--- config.mk ---
export PLATFORM = sky130hd
export DESIGN_NAME = sample_mem_writer_flat
export DESIGN_NICKNAME = d
export VERILOG_FILES = /design/src/rtl/sample_pkg.sv /design/src/rtl/sample_mem_writer_if.sv /design/src/rtl/sample_fifo.sv /design/src/rtl/sample_mem_writer.sv /design/src/flat_wrapper.sv
export SDC_FILE = /design/constraint.sdc
export NUM_CORES = 1
export LEC_CHECK = 0
export CORE_AREA = 2 2 256 258
export DETAILED_ROUTE_END_ITERATION = 10
export DIE_AREA = 0 0 258 260
export HOLD_SLACK_MARGIN = 0.12
export PLACE_DENSITY = 0.78
export SYNTH_ARGS = -nofsm -noshare
export SYNTH_HDL_FRONTEND = slang
export SYNTH_SLANG_ARGS = --single-unit
--- constraint.sdc ---
create_clock -name clk -period 13.4 [get_ports clk]
set_input_delay 1.34 -clock clk [delete_from_list [all_inputs] [get_ports clk]]
set_output_delay 1.34 -clock clk [all_outputs]
set_load 0.005 [all_outputs]
--- src/rtl/sample_pkg.sv ---
// -----------------------------------------------------------------------------
// sample_pkg
// Shared constants and helpers for the sample capture path. It is used by the
// packet generator, the memory writer and the readback blocks.
//   calc_dw         : bits per memory word
//   calc_wpp        : memory words per sample packet
//   calc_addr_width : word-address width for a given memory capacity
//   DROP_CNT_W      : width of the saturating dropped-packet counter
//   wr_state_e      : memory-writer FSM states
// -----------------------------------------------------------------------------
package sample_pkg;

    localparam int DROP_CNT_W = 16;

    typedef enum logic {
        ST_IDLE = 1'b0,
        ST_XFER = 1'b1
    } wr_state_e;

    function automatic int calc_dw(input int mem_word_bytes);
        return 8 * mem_word_bytes;
    endfunction

    function automatic int calc_wpp(input int packet_bits, input int mem_word_bytes);
        return packet_bits / (8 * mem_word_bytes);
    endfunction

    function automatic int calc_addr_width(input int capacity_bytes, input int mem_word_bytes);
        return $clog2(capacity_bytes / mem_word_bytes);
    endfunction

endpackage

--- src/rtl/sample_mem_writer_if.sv ---
// -----------------------------------------------------------------------------
// sample_mem_writer_if
// Word-write port between the sample memory writer and the memory controller.
//   mem_wr_req  : writer -> controller, word write request
//   mem_wr_addr : writer -> controller, word address
//   mem_wr_data : writer -> controller, word data
//   mem_wr_ack  : controller -> writer, word accepted when req & ack
// -----------------------------------------------------------------------------
interface sample_mem_writer_if #(
    parameter int ADDR_WIDTH = 26,
    parameter int DATA_WIDTH = 16
);
    logic                  mem_wr_req;
    logic [ADDR_WIDTH-1:0] mem_wr_addr;
    logic [DATA_WIDTH-1:0] mem_wr_data;
    logic                  mem_wr_ack;

    modport master (
        output mem_wr_req,
        output mem_wr_addr,
        output mem_wr_data,
        input  mem_wr_ack
    );

    modport slave (
        input  mem_wr_req,
        input  mem_wr_addr,
        input  mem_wr_data,
        output mem_wr_ack
    );
endinterface

--- src/rtl/sample_fifo.sv ---
// -----------------------------------------------------------------------------
// sample_fifo
// Synchronous FIFO with a registered occupancy count and a flush.
//   clk, reset : clock, asynchronous active-high reset (control only)
//   flush_i    : empty the FIFO (wins over push/pop)
//   push_i     : write wdata_i (ignored while full)
//   pop_i      : advance the head (ignored while empty)
//   rdata_o    : head entry (valid while not empty)
//   full_o, empty_o, count_o : status from the registered count
// -----------------------------------------------------------------------------
module sample_fifo #(
    parameter int WIDTH = 8,
    parameter int DEPTH = 16
) (
    input  logic                     clk,
    input  logic                     reset,
    input  logic                     flush_i,
    input  logic                     push_i,
    input  logic                     pop_i,
    input  logic [WIDTH-1:0]         wdata_i,
    output logic [WIDTH-1:0]         rdata_o,
    output logic                     full_o,
    output logic                     empty_o,
    output logic [$clog2(DEPTH):0]   count_o
);
    localparam int PTR_W = $clog2(DEPTH);
    localparam int CNT_W = PTR_W + 1;

    logic [WIDTH-1:0] mem_q [DEPTH];
    logic [PTR_W-1:0] wr_ptr_q;
    logic [PTR_W-1:0] rd_ptr_q;
    logic [CNT_W-1:0] cnt_q;
    logic             do_push;
    logic             do_pop;

    assign full_o  = (cnt_q == CNT_W'(DEPTH));
    assign empty_o = (cnt_q == '0);
    assign count_o = cnt_q;
    assign rdata_o = mem_q[rd_ptr_q];

    assign do_push = push_i & ~full_o & ~flush_i;
    assign do_pop  = pop_i & ~empty_o & ~flush_i;

    always_ff @(posedge clk or posedge reset) begin
        if (reset) begin
            wr_ptr_q <= '0;
            rd_ptr_q <= '0;
            cnt_q    <= '0;
        end else if (flush_i) begin
            wr_ptr_q <= '0;
            rd_ptr_q <= '0;
            cnt_q    <= '0;
        end else begin
            if (do_push) wr_ptr_q <= wr_ptr_q + 1'b1;
            if (do_pop)  rd_ptr_q <= rd_ptr_q + 1'b1;
            cnt_q <= cnt_q + CNT_W'(do_push) - CNT_W'(do_pop);
        end
    end

    // Storage carries data only; it needs no reset.
    always_ff @(posedge clk) begin
        if (do_push) mem_q[wr_ptr_q] <= wdata_i;
    end
endmodule

--- src/rtl/sample_mem_writer.sv ---
// -----------------------------------------------------------------------------
// sample_mem_writer
// Buffers sample packets from the packet generator and writes each packet to
// memory as WPP consecutive words (low word first) at address slot*WPP.
//   clk, reset     : clock, asynchronous active-high reset
//   write_enable   : one-cycle strobe, samplePacket/sample_number valid
//   samplePacket   : packet to store
//   sample_number  : packet slot index (low ADDR_WIDTH bits used)
//   clear          : synchronous start-of-capture clear
//   mem            : word-write port (req/addr/data out, ack in)
//   busy           : FIFO non-empty or a packet in flight
//   overflow       : sticky, at least one packet dropped
//   dropped_count  : saturating count of dropped packets
// -----------------------------------------------------------------------------
module sample_mem_writer
    import sample_pkg::*;
#(
    parameter int SAMPLE_PACKET_WIDTH = 32,
    parameter int MEMORY_WORD_WIDTH   = 2,
    parameter int MEMORY_CAPACITY     = 2**27,
    parameter int ADDR_WIDTH          = calc_addr_width(MEMORY_CAPACITY, MEMORY_WORD_WIDTH),
    parameter int FIFO_DEPTH          = 16
) (
    input  logic                           clk,
    input  logic                           reset,
    input  logic                           write_enable,
    input  logic [SAMPLE_PACKET_WIDTH-1:0] samplePacket,
    input  logic [31:0]                    sample_number,
    input  logic                           clear,
    sample_mem_writer_if.master            mem,
    output logic                           busy,
    output logic                           overflow,
    output logic [DROP_CNT_W-1:0]          dropped_count
);
    localparam int WPP     = calc_wpp(SAMPLE_PACKET_WIDTH, MEMORY_WORD_WIDTH);
    localparam int DW      = calc_dw(MEMORY_WORD_WIDTH);
    localparam int ENTRY_W = ADDR_WIDTH + SAMPLE_PACKET_WIDTH;
    localparam int IDX_W   = (WPP > 1) ? $clog2(WPP) : 1;
    localparam int CNT_W   = $clog2(FIFO_DEPTH) + 1;

    localparam logic [IDX_W-1:0]      LAST_IDX = IDX_W'(WPP - 1);
    localparam logic [ADDR_WIDTH-1:0] WPP_A    = ADDR_WIDTH'(WPP);

    wr_state_e                      state_q, state_d;
    logic [SAMPLE_PACKET_WIDTH-1:0] pkt_q, pkt_d;
    logic [ADDR_WIDTH-1:0]          base_q, base_d;
    logic [IDX_W-1:0]               idx_q, idx_d;
    logic                           overflow_q;
    logic [DROP_CNT_W-1:0]          dropped_q;

    logic                           fifo_push;
    logic                           fifo_pop;
    logic                           fifo_full;
    logic                           fifo_empty;
    logic [CNT_W-1:0]               fifo_count;
    logic [ENTRY_W-1:0]             fifo_head;
    logic                           drop;
    logic                           unused_sample_bits;

    assign unused_sample_bits = ^sample_number[31:ADDR_WIDTH];

    // clear wins over a same-cycle strobe; that packet is neither stored nor dropped.
    assign fifo_push = write_enable & ~fifo_full & ~clear;
    assign drop      = write_enable &  fifo_full & ~clear;

    sample_fifo #(
        .WIDTH (ENTRY_W),
        .DEPTH (FIFO_DEPTH)
    ) u_fifo (
        .clk     (clk),
        .reset   (reset),
        .flush_i (clear),
        .push_i  (fifo_push),
        .pop_i   (fifo_pop),
        .wdata_i ({sample_number[ADDR_WIDTH-1:0], samplePacket}),
        .rdata_o (fifo_head),
        .full_o  (fifo_full),
        .empty_o (fifo_empty),
        .count_o (fifo_count)
    );

    always_comb begin
        state_d  = state_q;
        pkt_d    = pkt_q;
        base_d   = base_q;
        idx_d    = idx_q;
        fifo_pop = 1'b0;
        unique case (state_q)
            ST_IDLE: begin
                if (!fifo_empty && !clear) begin
                    fifo_pop = 1'b1;
                    pkt_d    = fifo_head[SAMPLE_PACKET_WIDTH-1:0];
                    base_d   = fifo_head[SAMPLE_PACKET_WIDTH +: ADDR_WIDTH] * WPP_A;
                    idx_d    = '0;
                    state_d  = ST_XFER;
                end
            end
            ST_XFER: begin
                if (mem.mem_wr_ack) begin
                    if (idx_q != LAST_IDX) begin
                        idx_d = idx_q + 1'b1;
                    // Chain straight into the next packet to keep req high.
                    end else if (!fifo_empty && !clear) begin
                        fifo_pop = 1'b1;
                        pkt_d    = fifo_head[SAMPLE_PACKET_WIDTH-1:0];
                        base_d   = fifo_head[SAMPLE_PACKET_WIDTH +: ADDR_WIDTH] * WPP_A;
                        idx_d    = '0;
                    end else begin
                        state_d = ST_IDLE;
                    end
                end
            end
            default: state_d = ST_IDLE;
        endcase
    end

    always_ff @(posedge clk or posedge reset) begin
        if (reset) begin
            state_q <= ST_IDLE;
            pkt_q   <= '0;
            base_q  <= '0;
            idx_q   <= '0;
        end else begin
            state_q <= state_d;
            pkt_q   <= pkt_d;
            base_q  <= base_d;
            idx_q   <= idx_d;
        end
    end

    always_ff @(posedge clk or posedge reset) begin
        if (reset) begin
            overflow_q <= 1'b0;
            dropped_q  <= '0;
        end else if (clear) begin
            overflow_q <= 1'b0;
            dropped_q  <= '0;
        end else if (drop) begin
            overflow_q <= 1'b1;
            if (dropped_q != '1) dropped_q <= dropped_q + DROP_CNT_W'(1);
        end
    end

    // Outputs come from registers only, so reset drops req without a clock edge.
    assign mem.mem_wr_req  = (state_q == ST_XFER);
    assign mem.mem_wr_addr = base_q + ADDR_WIDTH'(idx_q);
    assign mem.mem_wr_data = pkt_q[int'(idx_q)*DW +: DW];

    assign busy          = (fifo_count != '0) | (state_q == ST_XFER);
    assign overflow      = overflow_q;
    assign dropped_count = dropped_q;
endmodule

--- src/flat_wrapper.sv ---
// flat-port wrapper written by rule: the top's interface ports become plain ports
module sample_mem_writer_flat import sample_pkg::*;
#(
    parameter int SAMPLE_PACKET_WIDTH = 32,
    parameter int MEMORY_WORD_WIDTH   = 2,
    parameter int MEMORY_CAPACITY     = 2**27,
    parameter int ADDR_WIDTH          = calc_addr_width(MEMORY_CAPACITY, MEMORY_WORD_WIDTH),
    parameter int FIFO_DEPTH          = 16
)
  (clk, reset, write_enable, samplePacket, sample_number, clear, busy, overflow, dropped_count, mem_mem_wr_req, mem_mem_wr_addr, mem_mem_wr_data, mem_mem_wr_ack);
  sample_mem_writer_if #(.ADDR_WIDTH(ADDR_WIDTH), .DATA_WIDTH((16))) mem_i ();
  input  logic clk;
  input  logic reset;
  input  logic write_enable;
  input  logic [SAMPLE_PACKET_WIDTH-1:0] samplePacket;
  input  logic [31:0] sample_number;
  input  logic clear;
  output logic busy;
  output logic overflow;
  output logic [DROP_CNT_W-1:0] dropped_count;
  output wire logic [$bits(mem_i.mem_wr_req)-1:0] mem_mem_wr_req;
  output wire logic [$bits(mem_i.mem_wr_addr)-1:0] mem_mem_wr_addr;
  output wire logic [$bits(mem_i.mem_wr_data)-1:0] mem_mem_wr_data;
  input wire logic [$bits(mem_i.mem_wr_ack)-1:0] mem_mem_wr_ack;
  assign mem_mem_wr_req = mem_i.mem_wr_req;
  assign mem_mem_wr_addr = mem_i.mem_wr_addr;
  assign mem_mem_wr_data = mem_i.mem_wr_data;
  assign mem_i.mem_wr_ack = mem_mem_wr_ack;
  sample_mem_writer #(.SAMPLE_PACKET_WIDTH(SAMPLE_PACKET_WIDTH), .MEMORY_WORD_WIDTH(MEMORY_WORD_WIDTH), .MEMORY_CAPACITY(MEMORY_CAPACITY), .ADDR_WIDTH(ADDR_WIDTH), .FIFO_DEPTH(FIFO_DEPTH)) u_core (.clk(clk), .reset(reset), .write_enable(write_enable), .samplePacket(samplePacket), .sample_number(sample_number), .clear(clear), .mem(mem_i), .busy(busy), .overflow(overflow), .dropped_count(dropped_count));
endmodule
==> summary.md <==
| Metric | Value |
|---|---|
| Grt ovf | `0` |
| WL per Instance | `approximately 30 µm` |
| Commonest cells after routing, fill and taps aside | `edfxtp_1, mux4_2, clkdlybuf4s50_1` |
| RSZ-0062 raised after global routing | `false` |
| Hold buffers post-CTS | `0` |
| Number of synthesized flops with an enable pin | `between 900 and 1,000` |
| Cts bufs inserted | `96` |
| Most Crowded Layer GR | `met2` |
| Core Box Area | `0.0641 mm²` |
| Sw Share | `24.1%` |
| Flops & latches, synth | `between 1,000 and 1,500` |
| Fin nets | `roughly 2,000` |
| Critical Path AT | `around 4.5 ns` |
| Via count | `about 19,000` |
| Initial Util | `59.7%` |
| Die area | `roughly 0.067 mm²` |
| Classification of the worst setup path | `in2reg` |
| Post-synthesis cell count | `about 1,800` |
| CTS clk-pin slew, worst paths | `about 0.06 ns` |
| Maximum vdd ir drop | `around 0.16 mV` |
| Hpwl dp | `between 40,000 and 50,000 µm` |
| H-tree depth | `3` |
| Leakage power | `between 10 and 15 nW` |
| CP max FO | `34` |
| Startpoint types | `primary input` |
| F_max | `235 MHz` |
| Number of vias per cell | `approximately 6.7` |
| Pwr dens | `~170 mW/mm²` |
| Syn nets | `approximately 1,800` |
| Postcts setup bufs | `0` |
| Status | `finished, final reports clean` |
| Drc violations | `0` |
| Num rows | `93` |
| Hold crit path type | `reg2reg` |
| Worst slew pin tran | `about 1.3 ns` |
| Psw | `1.81 mW` |
| Crit path required time | `13.68 ns` |
| Setup TNS | `0 ns` |
| Min Clock Period, post-route | `~4.3 ns` |
| GR Layer Usage met2 | `a little over two fifths` |
| Clock power share | `38.0%` |
| Area Growth Syn to Fin | `14.6%` |
| Final period util | `approximately a third` |
| Internal power | `5.69 mW` |
| Mean Syn Cell Area | `about 22 µm²` |
| First-pass GRT wire length | `between 100,000 and 150,000 µm` |
| Synth cell types | `53` |
| Initial antenna violation count | `9` |
| Gr usage total | `a little over a quarter` |
| CTS Buffer Depth | `3` |
| Most common cell after layout, fill and taps aside | `edfxtp_1` |
| Ys flop type | `edfxtp_1` |
| Ys Warns | `0` |
| Post-Syn Area | `~0.038 mm²` |
| Max Slew Vio Count | `0` |
| CTS tree | `yes` |
| Met1 Usage GRT | `36.0%` |
| DR iter-0 viols | `2,230` |
| Largest net degree at the start of global routing | `~160` |
| Clk sinks | `1,001` |
| Routed WL | `~86,000 µm` |
| Worst skew pair latency | `0.66 ns` |
| Max_slew headroom | `between 10% and 20%` |
| GP Congestion | `0.786` |
| Vias in the first global route | `about 20,000` |
| Layout Skew | `a little over 0.02 ns` |
| Port Buffers | `approximately 120` |
| Layout cells sized above 1 | `26.0%` |
| Die Wd | `258 µm` |
| Sequential cell area fraction in the yosys report | `a little under 80%` |
| Max-cap viol count | `0` |
| Drt pass-1 iters | `6` |
| Flop pwr share | `between 40 and 50%` |
| WHS | `slightly above 0.5 ns` |
| Synth async-reset ratio | `just under 9%` |
| Met3 GRT Util | `5.46%` |
| Worst setup EP type | `flip-flop` |
| Resize count post-CTS | `0` |
| Top-level I/O count | `130` |
| Final hold violations | `0` |
| Post-route ant nets | `0` |
| Chip height | `approximately 260 µm` |
| Root Buffer | `clkbuf_16` |
| Logic pwr share | `12.8%` |
| Endpoints failing setup | `0` |
## synth_stat cells, drive strengths merged (2+ instances only)
| master | number | area, µm² |
|---|---|---|
| edfxtp | 912 | 27400 |
| mux4 | 228 | 5130 |
| o22ai | 114 | 713 |
| dfrtp | 89 | 2230 |
| mux2 | 74 | 833 |
| a21oi | 73 | 365 |
| clkbuf | 52 | 196 |
| buf | 48 | 315 |
| nor2 | 20 | 75.1 |
| inv | 15 | 56.3 |
| nand2 | 14 | 52.6 |
| ha | 12 | 150 |
| nand3 | 11 | 55.1 |
| nand4 | 10 | 68.8 |
| nor3 | 10 | 55.1 |
| o21ai | 8 | 40.0 |
| o31ai | 7 | 52.6 |
| or3 | 6 | 37.5 |
| nor2b | 5 | 31.3 |
| or4 | 5 | 37.5 |
| and3 | 4 | 25.0 |
| nand2b | 4 | 25.0 |
| nor4 | 4 | 40.0 |
| xor2 | 4 | 35.0 |
| xnor2 | 3 | 26.3 |
| a211oi | 2 | 15.0 |
| and2 | 2 | 12.5 |
| and4 | 2 | 17.5 |
| nor3b | 2 | 15.0 |
| o21a | 2 | 15.0 |
| or2 | 2 | 12.5 |
## worst max-delay path: stages
cell and delay (ns):
clkdlybuf4s50_1 0.40, buf_4 0.25, inv_1 0.22, and3_1 0.29, nand2_1 0.25, nor2_4 1.00
buf_4 0.73
## area by class of cell
type | instances | area, µm²
diodes | 4 | 10.0
clock buffers | 118 | 2580
clock inverters | 62 | 781
fillers | 3730 | 20300
inverters | 15 | 58.8
multi-input cells | 642 | 8200
flip-flops and latches | 1001 | 29600
well taps | 855 | 1070
repair buffers | 159 | 1520
## power groups by stage
stage	sequential [mW]	combinational, mW	clock (mW)
2_1_floorplan	3.68	0.527	0
3_3_place_gp	3.74	0.909	0
3_5_place_dp	3.75	0.933	0
4_1_cts	3.69	0.956	2.88
5_1_grt	3.70	1.02	2.99
6_report	3.69	0.960	2.85
## routing by layer
layer	vias to the layer above	wire length, µm
met5	-	70
met4	10	2320
met3	190	7970
met2	1096	42800
met1	10000	32700
li1	7736	-
## final timing paths
check / startpoint / to / slack (ns) / depth (start not counted)
setup / recovery: clear / u_core.u_fifo.mem_q[15][10] / 9.15 / 7
hold / removal: u_core.overflow / u_core.overflow / 0.51 / 1
setup reg to reg: u_core.u_fifo.rd_ptr_q[2] / u_core.base_q[20] / 9.46 / 6
hold reg to reg: u_core.overflow / u_core.overflow / 0.51 / 1
max in group asynchronous: reset / u_core.pkt_q[19] / 10.81 / 3
min in group asynchronous: reset / u_core.dropped_count[1] / 1.19 / 2
## flip-flops by register name, summed over array words and instances, names as in the netlist
register / cells
u_core.overflow: 1
u_core.dropped_count: 16
u_core.mem.mem_wr_req: 1
u_core.base_q: 25
u_core.u_fifo.count_o: 5
u_core.pkt_q: 32
u_core.idx_q: 1
u_core.u_fifo.mem_q: 912
u_core.u_fifo.wr_ptr_q: 4
u_core.u_fifo.rd_ptr_q: 4
## cells by family after synthesis
logic type | after synthesis | synth area share (%)
multiplexers | 302 | 15.6
adder cells (fa/ha/maj) | 13 | 0.445
buffers and inverters | 115 | 1.48
AND/OR/NAND/NOR | 106 | 1.61
flip-flops | 1001 | 77.4
AO/OA/AOI/OAI | 214 | 3.31
XOR/XNOR | 7 | 0.160
## metrics by stage
stage / cells / cell area, µm² / utilization [%] / power [mW] / setup WS, ns
finish: 2856 / 43800 / 68.4 / 7.50 / 9.15
global route: 2855 / 43800 / 68.4 / 7.72 / 9.01
CTS: 2852 / 43800 / 68.4 / 7.53 / 9.17
detailed placement: 2672 / 40500 / 63.1 / 4.68 / 8.52
global placement: 2672 / 40500 / 63.1 / 4.65 / 8.59
floorplan: 1758 / 38300 / - / 4.21 / 7.02
Note: power is estimated with default switching activity, not from simulation.
